`config.mk`:
```
export PLATFORM = sky130hd
export DESIGN_NAME = seq_bin2bcd_flat
export DESIGN_NICKNAME = d
export VERILOG_FILES = /design/src/rtl/seq_bin2bcd_if.sv /design/src/rtl/seq_bin2bcd.sv /design/src/flat_wrapper.sv
export SDC_FILE = /design/constraint.sdc
export NUM_CORES = 1
export LEC_CHECK = 0
export CAP_MARGIN = 20
export CORE_MARGIN = 3
export CORE_UTILIZATION = 40
export DETAILED_ROUTE_END_ITERATION = 10
export MAX_ROUTING_LAYER = met4
export PLACE_DENSITY_LB_ADDON = 0.08
export SYNTH_ARGS = -nofsm -noshare
export SYNTH_HDL_FRONTEND = slang
export SYNTH_SLANG_ARGS = --single-unit
```
`constraint.sdc`:
```
create_clock -name clock -period 1.24 [get_ports clock]
set_clock_uncertainty 0.05 [all_clocks]
set_input_delay 0.248 -clock clock [delete_from_list [all_inputs] [get_ports clock]]
set_output_delay 0.248 -clock clock [all_outputs]
set_load 0.02 [all_outputs]
```
`src/rtl/seq_bin2bcd_if.sv`:
```
// Handshake and data bundle for the sequential 8-bit binary to 3-digit BCD converter.
// The master drives start/bin and receives busy/valid plus the three registered digits.
interface seq_bin2bcd_if;
    logic       start;
    logic [7:0] bin;
    logic       busy;
    logic       valid;
    logic [3:0] ones;
    logic [3:0] tens;
    logic [3:0] hunds;

    modport master (
        output start, bin,
        input  busy, valid, ones, tens, hunds
    );

    modport slave (
        input  start, bin,
        output busy, valid, ones, tens, hunds
    );
endinterface

```
`src/rtl/seq_bin2bcd.sv`:
```
// Sequential double-dabble converter: 8-bit unsigned in, 3 BCD digits out after 10 cycles.
// Optional macro SEQ_BIN2BCD_CHANGE_DETECT_EN self-starts a conversion when bin differs from the last converted value.
module seq_bin2bcd (
    input  logic          clock,
    input  logic          reset,
    seq_bin2bcd_if.slave  bus
);
    typedef enum logic [1:0] {IDLE, SHIFT, DONE} state_t;

    state_t      state_q, state_d;
    logic [7:0]  operand_q, operand_d;
    logic [11:0] scratch_q, scratch_d;
    logic [2:0]  cnt_q, cnt_d;
    logic        busy_q, busy_d;
    logic        valid_q, valid_d;
    logic [3:0]  ones_q, ones_d;
    logic [3:0]  tens_q, tens_d;
    logic [3:0]  hunds_q, hunds_d;
    logic [11:0] corr;
    logic        go;
`ifdef SEQ_BIN2BCD_CHANGE_DETECT_EN
    logic [7:0]  last_q, last_d;
`endif

    function automatic logic [3:0] add3(input logic [3:0] nib);
        return (nib >= 4'd5) ? nib + 4'd3 : nib;
    endfunction

    always_comb begin
        state_d   = state_q;
        operand_d = operand_q;
        scratch_d = scratch_q;
        cnt_d     = cnt_q;
        busy_d    = busy_q;
        valid_d   = 1'b0;
        ones_d    = ones_q;
        tens_d    = tens_q;
        hunds_d   = hunds_q;
`ifdef SEQ_BIN2BCD_CHANGE_DETECT_EN
        last_d    = last_q;
        go        = bus.start || (bus.bin != last_q);
`else
        go        = bus.start;
`endif
        // Correction is applied per nibble on pre-shift values; no inter-nibble carry.
        corr = {add3(scratch_q[11:8]), add3(scratch_q[7:4]), add3(scratch_q[3:0])};

        case (state_q)
            IDLE: begin
                if (go) begin
                    operand_d = bus.bin;
                    scratch_d = 12'd0;
                    cnt_d     = 3'd0;
                    busy_d    = 1'b1;
                    state_d   = SHIFT;
`ifdef SEQ_BIN2BCD_CHANGE_DETECT_EN
                    last_d    = bus.bin;
`endif
                end
            end
            SHIFT: begin
                {scratch_d, operand_d} = {corr, operand_q} << 1;
                cnt_d = cnt_q + 3'd1;
                if (cnt_q == 3'd7) begin
                    state_d = DONE;
                end
            end
            DONE: begin
                hunds_d = scratch_q[11:8];
                tens_d  = scratch_q[7:4];
                ones_d  = scratch_q[3:0];
                valid_d = 1'b1;
                busy_d  = 1'b0;
                state_d = IDLE;
            end
            default: begin
                state_d = IDLE;
                busy_d  = 1'b0;
            end
        endcase
    end

    always_ff @(posedge clock or posedge reset) begin
        if (reset) begin
            state_q   <= IDLE;
            operand_q <= 8'd0;
            scratch_q <= 12'd0;
            cnt_q     <= 3'd0;
            busy_q    <= 1'b0;
            valid_q   <= 1'b0;
            ones_q    <= 4'd0;
            tens_q    <= 4'd0;
            hunds_q   <= 4'd0;
`ifdef SEQ_BIN2BCD_CHANGE_DETECT_EN
            last_q    <= 8'd0;
`endif
        end else begin
            state_q   <= state_d;
            operand_q <= operand_d;
            scratch_q <= scratch_d;
            cnt_q     <= cnt_d;
            busy_q    <= busy_d;
            valid_q   <= valid_d;
            ones_q    <= ones_d;
            tens_q    <= tens_d;
            hunds_q   <= hunds_d;
`ifdef SEQ_BIN2BCD_CHANGE_DETECT_EN
            last_q    <= last_d;
`endif
        end
    end

    assign bus.busy  = busy_q;
    assign bus.valid = valid_q;
    assign bus.ones  = ones_q;
    assign bus.tens  = tens_q;
    assign bus.hunds = hunds_q;
endmodule

```
`src/flat_wrapper.sv`:
```
// flat-port wrapper written by rule: the top's interface ports become plain ports
module seq_bin2bcd_flat 
  (clock, reset, bus_start, bus_bin, bus_busy, bus_valid, bus_ones, bus_tens, bus_hunds);
  seq_bin2bcd_if bus_i ();
  input  logic clock;
  input  logic reset;
  input wire logic [$bits(bus_i.start)-1:0] bus_start;
  input wire logic [$bits(bus_i.bin)-1:0] bus_bin;
  output wire logic [$bits(bus_i.busy)-1:0] bus_busy;
  output wire logic [$bits(bus_i.valid)-1:0] bus_valid;
  output wire logic [$bits(bus_i.ones)-1:0] bus_ones;
  output wire logic [$bits(bus_i.tens)-1:0] bus_tens;
  output wire logic [$bits(bus_i.hunds)-1:0] bus_hunds;
  assign bus_i.start = bus_start;
  assign bus_i.bin = bus_bin;
  assign bus_busy = bus_i.busy;
  assign bus_valid = bus_i.valid;
  assign bus_ones = bus_i.ones;
  assign bus_tens = bus_i.tens;
  assign bus_hunds = bus_i.hunds;
  seq_bin2bcd u_core (.clock(clock), .reset(reset), .bus(bus_i));
endmodule
```
# After elaboration in Yosys (flattened, before gate mapping)
# Index checks and enable logic that the tools add are counted.
[word_totals]
register_bits = 39
input_bits = 11
[classes]
eq_ne = 5
n_reduce_logical = 5
bitwise = 1
magnitude_cmp = 3
n_mux = 15
addsub = 4
[op_table]
columns = ["operator", "count"]
rows = [
  ["$pmux W12 S2", 1],
  ["$pmux W8 S2", 1],
  ["$ge A4 B3 Y1 const B", 3],
  ["$mux W12", 1],
  ["$add A4 B2 Y4 const B", 2],
  ["$mux W4", 2],
  ["$mux W8", 1],
  ["$mux W3", 2],
  ["$pmux W3 S2", 1],
  ["$reduce_and A2 Y1", 3],
  ["$mux W2", 2],
  ["$pmux W2 S2", 1],
  ["$add A3 B1 Y3 const B", 1],
  ["$add A3 B2 Y3 const B", 1],
  ["$eq A3 B3 Y1 const B", 1],
  ["$eq A2 B1 Y1 const B", 1],
  ["$eq A2 B2 Y1 const B", 1],
  ["$logic_not A2 Y1", 1],
  ["$mux W1", 2],
  ["$ne A2 B1 Y1 const B", 1],
  ["$ne A2 B2 Y1 const B", 1],
  ["$pmux W1 S2", 1],
  ["$reduce_bool A2 Y1", 1],
  ["$not A1 Y1", 1],
]

# Longest topological paths before layout
# Gate-level depths: netlist of the first run.
[depth]
depth_word = 3
ltp_mapped = 6

# Worst setup path after synthesis of the first run
# No wires, ideal clock.
[synth_timing]
kind = "register -> register"
start = "register u_core.scratch_q[0]"
end = "register u_core.scratch_q[1]"
synth_period_minus_slack_ns = 1.373
required_ns = 1.064
n_path_buf = 0
arrival_time_ns = 1.197
path_stages_with_launch = 7
setup_time_ns = 0.126
path_slack_ns = -0.133
path_cell_list = "dfrtp_1 > inv_1 > ha_1 > nand2b_1 > a21oi_1 > xnor2_1 > o21ai_0"
[synth_between]
elab_chain_len = 3
word_cells_on_any_way = 4
[synth_rtl]
columns = ["item", "line_no", "text"]
rows = [
  ["start, declared", "seq_bin2bcd.sv:12", "logic [11:0] scratch_q, scratch_d;"],
  ["start signal, assigned", "seq_bin2bcd.sv:100", "scratch_q <= scratch_d;"],
  ["$add A4 B2 Y4 / $ge A4 B3 Y1 (equally long branches)", "seq_bin2bcd.sv:26", "return (nib >= 4'd5) ? nib + 4'd3 : nib;"],
  ["$mux W4 (*)", "seq_bin2bcd.sv:26", ""],
  ["$pmux W12 S2 (*)", "seq_bin2bcd.sv:48", "case (state_q)"],
]
# Mark *: on every way between the ends. The rest lies on a longest branch, timed or not.
# A chain may end at the register's enable or synchronous reset.

# Worst setup path in the final report of the first run
# Same ends and word-level chain as after synthesis.

==> impl_metrics.py, run 1 <==
metrics = {
    "status": {
        "outcome": "finished, violations left",
        "violations": "negative setup slack",
    },
    "grt": {
        "overflow": 0,
        "antenna_found_initial": 0,
        "grt_pass1_wl_um": 6354,
        "grt_pass1_vias": 1361,
        "grt_max_degree": 40,
        "grt_util_all_layers": 0.1599,
    },
    "cts": {
        "clockRootBuffer": "clkbuf_8",
        "cts_hold_buf": 0,
        "clkTransAtPathRegs_ns": 0.08,
        "clk_latency_ns": 0.30,
        "cts_max_level": 2,
        "cts_buffers": 5,
        "cts_buffer_depth": 2,
        "cts.sinks": 39,
        "cts_tree": "built",
    },
    "power": {
        "power_leakage_uw": 0.001259,
        "ir_worst_vdd_mv": 1.182,
        "p_per_area_nw_per_um2": 2520,
    },
    "critical_path": {
        "crit_arrival_ns": 1.45,
        "r2r_slack_ns": -0.08,
        "critPathLaunchType": "flip-flop",
        "rr_startpoint": "u_core.scratch_q[0]",
        "cp_max_fo": 4,
        "cp-end-kind": "flip-flop",
        "r2r_cells": 5,
        "crit-reg2reg-capture": "u_core.scratch_q[1]",
        "critPathLaunch": "u_core.scratch_q[0]",
        "path_class": "reg -> reg",
        "slowest_stage": "dfrtp_2",
        "worstPathRequired_ns": 1.37,
        "crit_chain": "ha_4 > nand2b_4 > a21oi_4 > xnor2_1 > o21ai_1",
        "critPathMaxStageDelay_ns": 0.45,
        "endpoint": "u_core.scratch_q[1]",
    },
    "placed_design": {
        "globalplace.congestion": 0.7790,
        "io_buffers": 24,
        "dp.cells": 259,
        "place_area_um2": 2327,
        "pre_cts_slack_ns": -0.1901,
        "dp_hpwl_um": 2600,
    },
    "route": {
        "postRouteWirelength_um": 4020,
        "post_drt_via_cell_ratio": 4.989,
        "wl_per_cell_um": 14.41,
        "route.detailed.drc": 0,
        "num_vias": 1392,
        "drtPass1Iterations": 4,
        "drtIter0Drc": 50,
        "ant_nets": 0,
    },
    "finish": {
        "finalInstanceArea_um2": 2633,
        "fin_util": 0.6309,
        "area_growth_pct": 45.40,
        "n_antenna_cell": 0,
        "mostFrequentLayoutCell": "dfrtp_1",
        "most-common-layout-cells": "dfrtp_1, buf_4, nand2_1",
        "nets": 247,
        "layout-drive-gt1-share": 0.4367,
        "fin_cells": 279,
        "filler_cell_count": 329,
    },
    "timing": {
        "hold_violations": 0,
        "worst_pin_slew_ns": 0.3312,
        "setup_violations": 8,
        "layout_min_cycle_time_ns": 1.319,
        "rsz0062_at_grt": "true",
        "max_freq_mhz": 758.1,
        "min_period_over_period": 1.064,
        "setup_ws_ns": -0.07906,
        "final_max_slew_viol_count": 0,
        "relSlewSlack": 0.7792,
    },
    "logic_synthesis": {
        "ys_types": 28,
        "synth_area_um2": 1810,
        "syn_nets": 186,
        "ys_warn_count": 0,
        "synth_cells": 167,
        "ys_ff_latch": 39,
        "ys_seq_area_frac": 0.5390,
        "synth.avg_cell_area_um2": 10.84,
    },
    "floorplanning": {
        "core_area_um2": 4173,
        "die_height_um": 73.28,
        "die-area_um2": 5369,
        "initial_core_util": 0.4339,
        "die_x_um": 73.28,
        "fp-row-count": 23,
        "io_pins": 25,
    },
    "worst_hold_path": {
        "min_path_type": "in -> async",
    },
    "flow_run": {
        "maxCapViolations": 0,
    },
}
## per-stage QoR
stage / TNS [ns] / total power (µW) / hold slack, ns
final: -0.3552 / 6635 / 0.2540
after global routing: -0.9842 / 7101 / 0.2901
after CTS: -0.4086 / 6220 / 0.2650
after detailed placement: -3.357 / 5040 / 0.4267
after global placement: -2.859 / 4859 / 0.4145
after floorplan: 0 / 3954 / 0.3802
## report_power, final
group / switching, µW / leakage [µW] / internal [µW]
registers: 436 / 0.000501 / 1770
logic: 1550 / 0.000697 / 1770
clock network: 461 / 0.0000612 / 651
## cell families (layout without fill, tap and decap cells)
family | after synthesis | after routing | synth area share
simple gates | 48 | 48 | 0.1265
buf+inv | 17 | 79 | 0.06495
mux | 12 | 12 | 0.07049
xor+xnor | 4 | 4 | 0.01935
flops | 39 | 39 | 0.5390
compound gates | 39 | 39 | 0.1244
fa+ha+maj | 8 | 8 | 0.05529
## worst min path at each step
stage / start / end / slack [ns] / depth (start not counted)
after CTS: reset / u_core.operand_q[1] / 0.27 / 3
after floorplan: bus_bin[1] / u_core.operand_q[1] / 0.38 / 2
after global placement: u_core.bus.tens[0] / u_core.bus.tens[0] / 0.41 / 2
after global routing: reset / u_core.operand_q[1] / 0.29 / 3
after detailed placement: u_core.bus.tens[1] / u_core.bus.tens[1] / 0.43 / 2
final: reset / u_core.cnt_q[0] / 0.25 / 3
## repair_timing
action / CTS / global route
pin swaps: 7 / 16
setup endpoints to repair: 35 / 25
setup buffers: 3 / 7
gates cloned: 0 / 2
resized for setup: 63 / 27
## state kept, by name (all words and copies together) (netlist names), 2 cells and up
| signal | count |
|---|---|
| u_core.bus.hunds | 4 |
| u_core.operand_q | 8 |
| u_core.scratch_q | 12 |
| u_core.state_q | 2 |
| u_core.bus.ones | 4 |
| u_core.bus.tens | 4 |
| u_core.cnt_q | 3 |
## cell type report
cell class,count,area (µm²),share of cell area
Sequential cell,39,979.7,0.3721
Tap cell,50,62.56,0.02376
Clock buffer,6,82.58,0.03137
Multi-Input combinational cell,111,897.1,0.3408
Clock inverter,2,35.03,0.01331
Inverter,9,33.78,0.01283
Timing Repair Buffer,62,541.8,0.2058
## synthesized netlist by cell type
| cell type | instances | area [µm²] |
|---|---|---|
| dfrtp_1 | 39 | 975.9 |
| nand2_1 | 27 | 101.4 |
| o21ai_0 | 16 | 80.08 |
| inv_1 | 9 | 33.78 |
| ha_1 | 8 | 100.1 |
| o21ai_1 | 8 | 40.04 |
| a21oi_1 | 6 | 30.03 |
| mux2_2 | 6 | 67.56 |
| mux2i_1 | 6 | 60.06 |
| nand3_1 | 6 | 30.03 |
| buf_6 | 5 | 56.30 |
| nand2b_1 | 4 | 25.02 |
| nor2_1 | 4 | 15.01 |
| a22o_1 | 3 | 26.28 |
| nor3_1 | 3 | 15.01 |
| o311ai_1 | 3 | 26.28 |
| xnor2_1 | 3 | 26.28 |
| a22oi_1 | 1 | 7.510 |
| and2_2 | 1 | 7.510 |
| buf_2 | 1 | 5.000 |
| buf_4 | 1 | 7.510 |
| buf_8 | 1 | 15.01 |
| nand2b_4 | 1 | 13.76 |
| nor2b_4 | 1 | 13.76 |
| nor3b_1 | 1 | 7.510 |
| o21bai_1 | 1 | 7.510 |
| o31ai_1 | 1 | 7.510 |
| xor2_1 | 1 | 8.760 |
## layer usage
metal  up-vias  routed length, µm  global-route usage
met5         -                  0                   -
met4         0                118             0.07377
met3        13                145             0.04788
met2        25               2011              0.2423
met1       662               1745              0.1955
li1        692                  -                   -
## worst max-delay path, delay by kind of cell, from the launching register on
| family | cells | cell delay (ns) |
|---|---|---|
| flops | 1 | 0.45 |
| compound gates | 2 | 0.26 |
| simple gates | 1 | 0.14 |
| fa+ha+maj | 1 | 0.17 |
| xor+xnor | 1 | 0.14 |
Note: power is estimated with default switching activity, not from simulation.
==> inputs of run 2 (changes only) <==
--- a/config.mk
+++ b/config.mk
@@ -9,6 +9,7 @@
 export CORE_MARGIN = 3
 export CORE_UTILIZATION = 40
 export DETAILED_ROUTE_END_ITERATION = 10
+export HOLD_SLACK_MARGIN = 0.1
 export MAX_ROUTING_LAYER = met4
 export PLACE_DENSITY_LB_ADDON = 0.08
 export SYNTH_ARGS = -nofsm -noshare
==> constraint.sdc (replaced) <==
create_clock -name clock -period 1.24 [get_ports clock]
set_clock_uncertainty 0.05 [all_clocks]
set_input_delay 0.31 -clock clock [delete_from_list [all_inputs] [get_ports clock]]
set_output_delay 0.31 -clock clock [all_outputs]
set_load 0.02 [all_outputs]
==> run 2 against run 1 <==
The run still ends with negative setup slack left. Core utilization rose by 4.9 points. Fmax shrank 4.2%. Worst setup slack got worse by 0.058 ns. Clock power hardly changed. Cell area increased by 7.8%. Worst hold slack better by 0.078 ns. Register-to-register slack got worse by 0.06 ns. Critical path type unchanged. Critical endpoint is now u_core.scratch_q[5]. Highest routed layer unchanged.
==> impl_metrics.py, run 2 (synthesis gave the netlist of run 1 again) <==
metrics = {
    "status": {
        "outcome": "finished, violations left",
        "violations": "negative setup slack",
    },
    "power": {
        "p_per_area_nw_per_um2": 2598,
        "ir_worst_vdd_mv": 1.292,
        "p_total_uw": 7372,
        "power_leakage_uw": 0.001385,
    },
    "route": {
        "ant_nets": 0,
        "num_vias": 1517,
        "post_drt_via_cell_ratio": 5.360,
        "drtPass1Iterations": 4,
        "route.detailed.drc": 0,
        "drtIter0Drc": 40,
        "wl_per_cell_um": 17.00,
        "postRouteWirelength_um": 4812,
    },
    "grt": {
        "grt_pass1_vias": 1422,
        "grt_pass1_wl_um": 6582,
        "overflow": 0,
        "grt_util_all_layers": 0.1667,
        "antenna_found_initial": 0,
        "grt_max_degree": 40,
    },
    "critical_path": {
        "crit_chain": "ha_1 > nand2b_4 > a21oi_4 > xnor2_1 > o21ai_1",
        "worstPathRequired_ns": 1.37,
        "critPathLaunchType": "flip-flop",
        "critPathMaxStageDelay_ns": 0.41,
        "r2r_slack_ns": -0.14,
        "slowest_stage": "dfrtp_1",
        "cp_max_fo": 3,
        "path_delay_family": "flip-flops",
        "crit_arrival_ns": 1.50,
        "cp-end-kind": "flip-flop",
        "cp.buffers_inverters": 0,
        "path_class": "reg -> reg",
    },
    "cts": {
        "cts_tree": "built",
        "clockRootBuffer": "clkbuf_8",
        "clk_latency_ns": 0.31,
        "cts_buffer_depth": 2,
        "cts_max_level": 2,
        "cts_hold_buf": 0,
        "cts_buffers": 5,
        "clkTransAtPathRegs_ns": 0.09,
        "cts.sinks": 39,
    },
    "placed_design": {
        "dp_hpwl_um": 2631,
        "pre_cts_slack_ns": -0.2718,
        "io_buffers": 24,
        "dp.cells": 259,
        "place_area_um2": 2331,
        "globalplace.congestion": 0.7531,
    },
    "finish": {
        "area_growth_pct": 56.74,
        "most-common-layout-cells": "dfrtp_1, buf_4, nand2_1",
        "reg_top3": "u_core.scratch_q: 12 flops, u_core.operand_q: 8 flops",
        "layout-drive-gt1-share": 0.5236,
        "nets": 251,
        "largest_register_ffs": 12,
        "finalInstanceArea_um2": 2838,
        "regMostFlops": "u_core.scratch_q",
        "fin_cells": 283,
        "mostFrequentLayoutCell": "dfrtp_1",
        "n_antenna_cell": 0,
    },
    "flow_run": {
        "maxCapViolations": 0,
    },
    "floorplanning": {
        "core_area_um2": 4173,
        "io_pins": 25,
        "fp-row-count": 23,
        "die-area_um2": 5369,
        "die_height_um": 73.28,
        "die_x_um": 73.28,
        "initial_core_util": 0.4339,
    },
    "timing": {
        "max_freq_mhz": 726.1,
        "worst_pin_slew_ns": 0.3367,
        "setup_violations": 22,
        "min_period_over_period": 1.111,
        "relSlewSlack": 0.7756,
        "tns_ns": -1.123,
        "final_max_slew_viol_count": 0,
        "hold_violations": 0,
        "setup_ws_ns": -0.1372,
        "rsz0062_at_grt": "true",
        "layout_min_cycle_time_ns": 1.377,
    },
    "worst_hold_path": {
        "min_path_type": "in -> async",
    },
}
==> run 2: worst reg2reg max path, stage by stage (launching register included) <==
cell,delay [ns]
dfrtp_1,0.41
ha_1,0.21
nand2b_4,0.15
a21oi_4,0.17
xnor2_1,0.15
o21ai_1,0.10
==> run 2: final timing paths <==
kind	cells after the start	end	startpoint
worst max-delay path	5	u_core.scratch_q[5]	u_core.scratch_q[4]
worst min-delay path	3	u_core.bus.hunds[1]	reset
worst max register to register	5	u_core.scratch_q[5]	u_core.scratch_q[4]
worst min register to register	2	u_core.bus.ones[1]	u_core.bus.ones[1]
max in group asynchronous	3	u_core.state_q[1]	reset
min in group clock	2	u_core.bus.ones[1]	u_core.bus.ones[1]
==> run 2: power breakdown <==
group	switching, µW	total, µW	internal (µW)
Combinational	1840	4010	2180
Sequential	493	2260	1770
Clock	497	1100	600
Total	2830	7370	4550
==> run 2: per-layer routing <==
metal  vias to the layer above  part of all wire  global-route usage
li1                        713                 -                   -
met1                       764              0.41              0.1965
met2                        29              0.53              0.2751
met3                        11             0.032             0.03283
met4                         0             0.023             0.07377
met5                         -                 0                   -
==> run 2: area by class of cell <==
cell class,count,area [µm²]
timing repair buffer,65,645.6
tap,50,62.56
inverter,9,37.54
multi-input combinational,112,1001
clock buffer,5,68.82
fill,313,1335
sequential,39,978.4
clock inverter,3,43.79
==> run 2: repair_timing <==
action,CTS,global route
resized for setup,66,65
gates cloned,0,6
pin swaps,4,18
endpoints found under the setup margin,37,27
buffers inserted,0,10
hold endpoints to repair,0,0
==> run 2: per-stage QoR <==
stage / util / hold slack, ns
floorplan: - / 0.2325
global placement: 0.5586 / 0.4137
detailed placement: 0.5586 / 0.4249
CTS: 0.5799 / 0.3501
global route: 0.6801 / 0.3579
finish: 0.6801 / 0.3324
==> inputs of run 3 (changes only) <==
--- a/config.mk
+++ b/config.mk
@@ -8,6 +8,7 @@
 export CAP_MARGIN = 20
 export CORE_MARGIN = 3
 export CORE_UTILIZATION = 40
+export CTS_CLUSTER_DIAMETER = 40
 export DETAILED_ROUTE_END_ITERATION = 10
 export HOLD_SLACK_MARGIN = 0.1
 export MAX_ROUTING_LAYER = met4
==> results of run 3 <==
Final layout, timing and power as in run 2 (identical DEF).
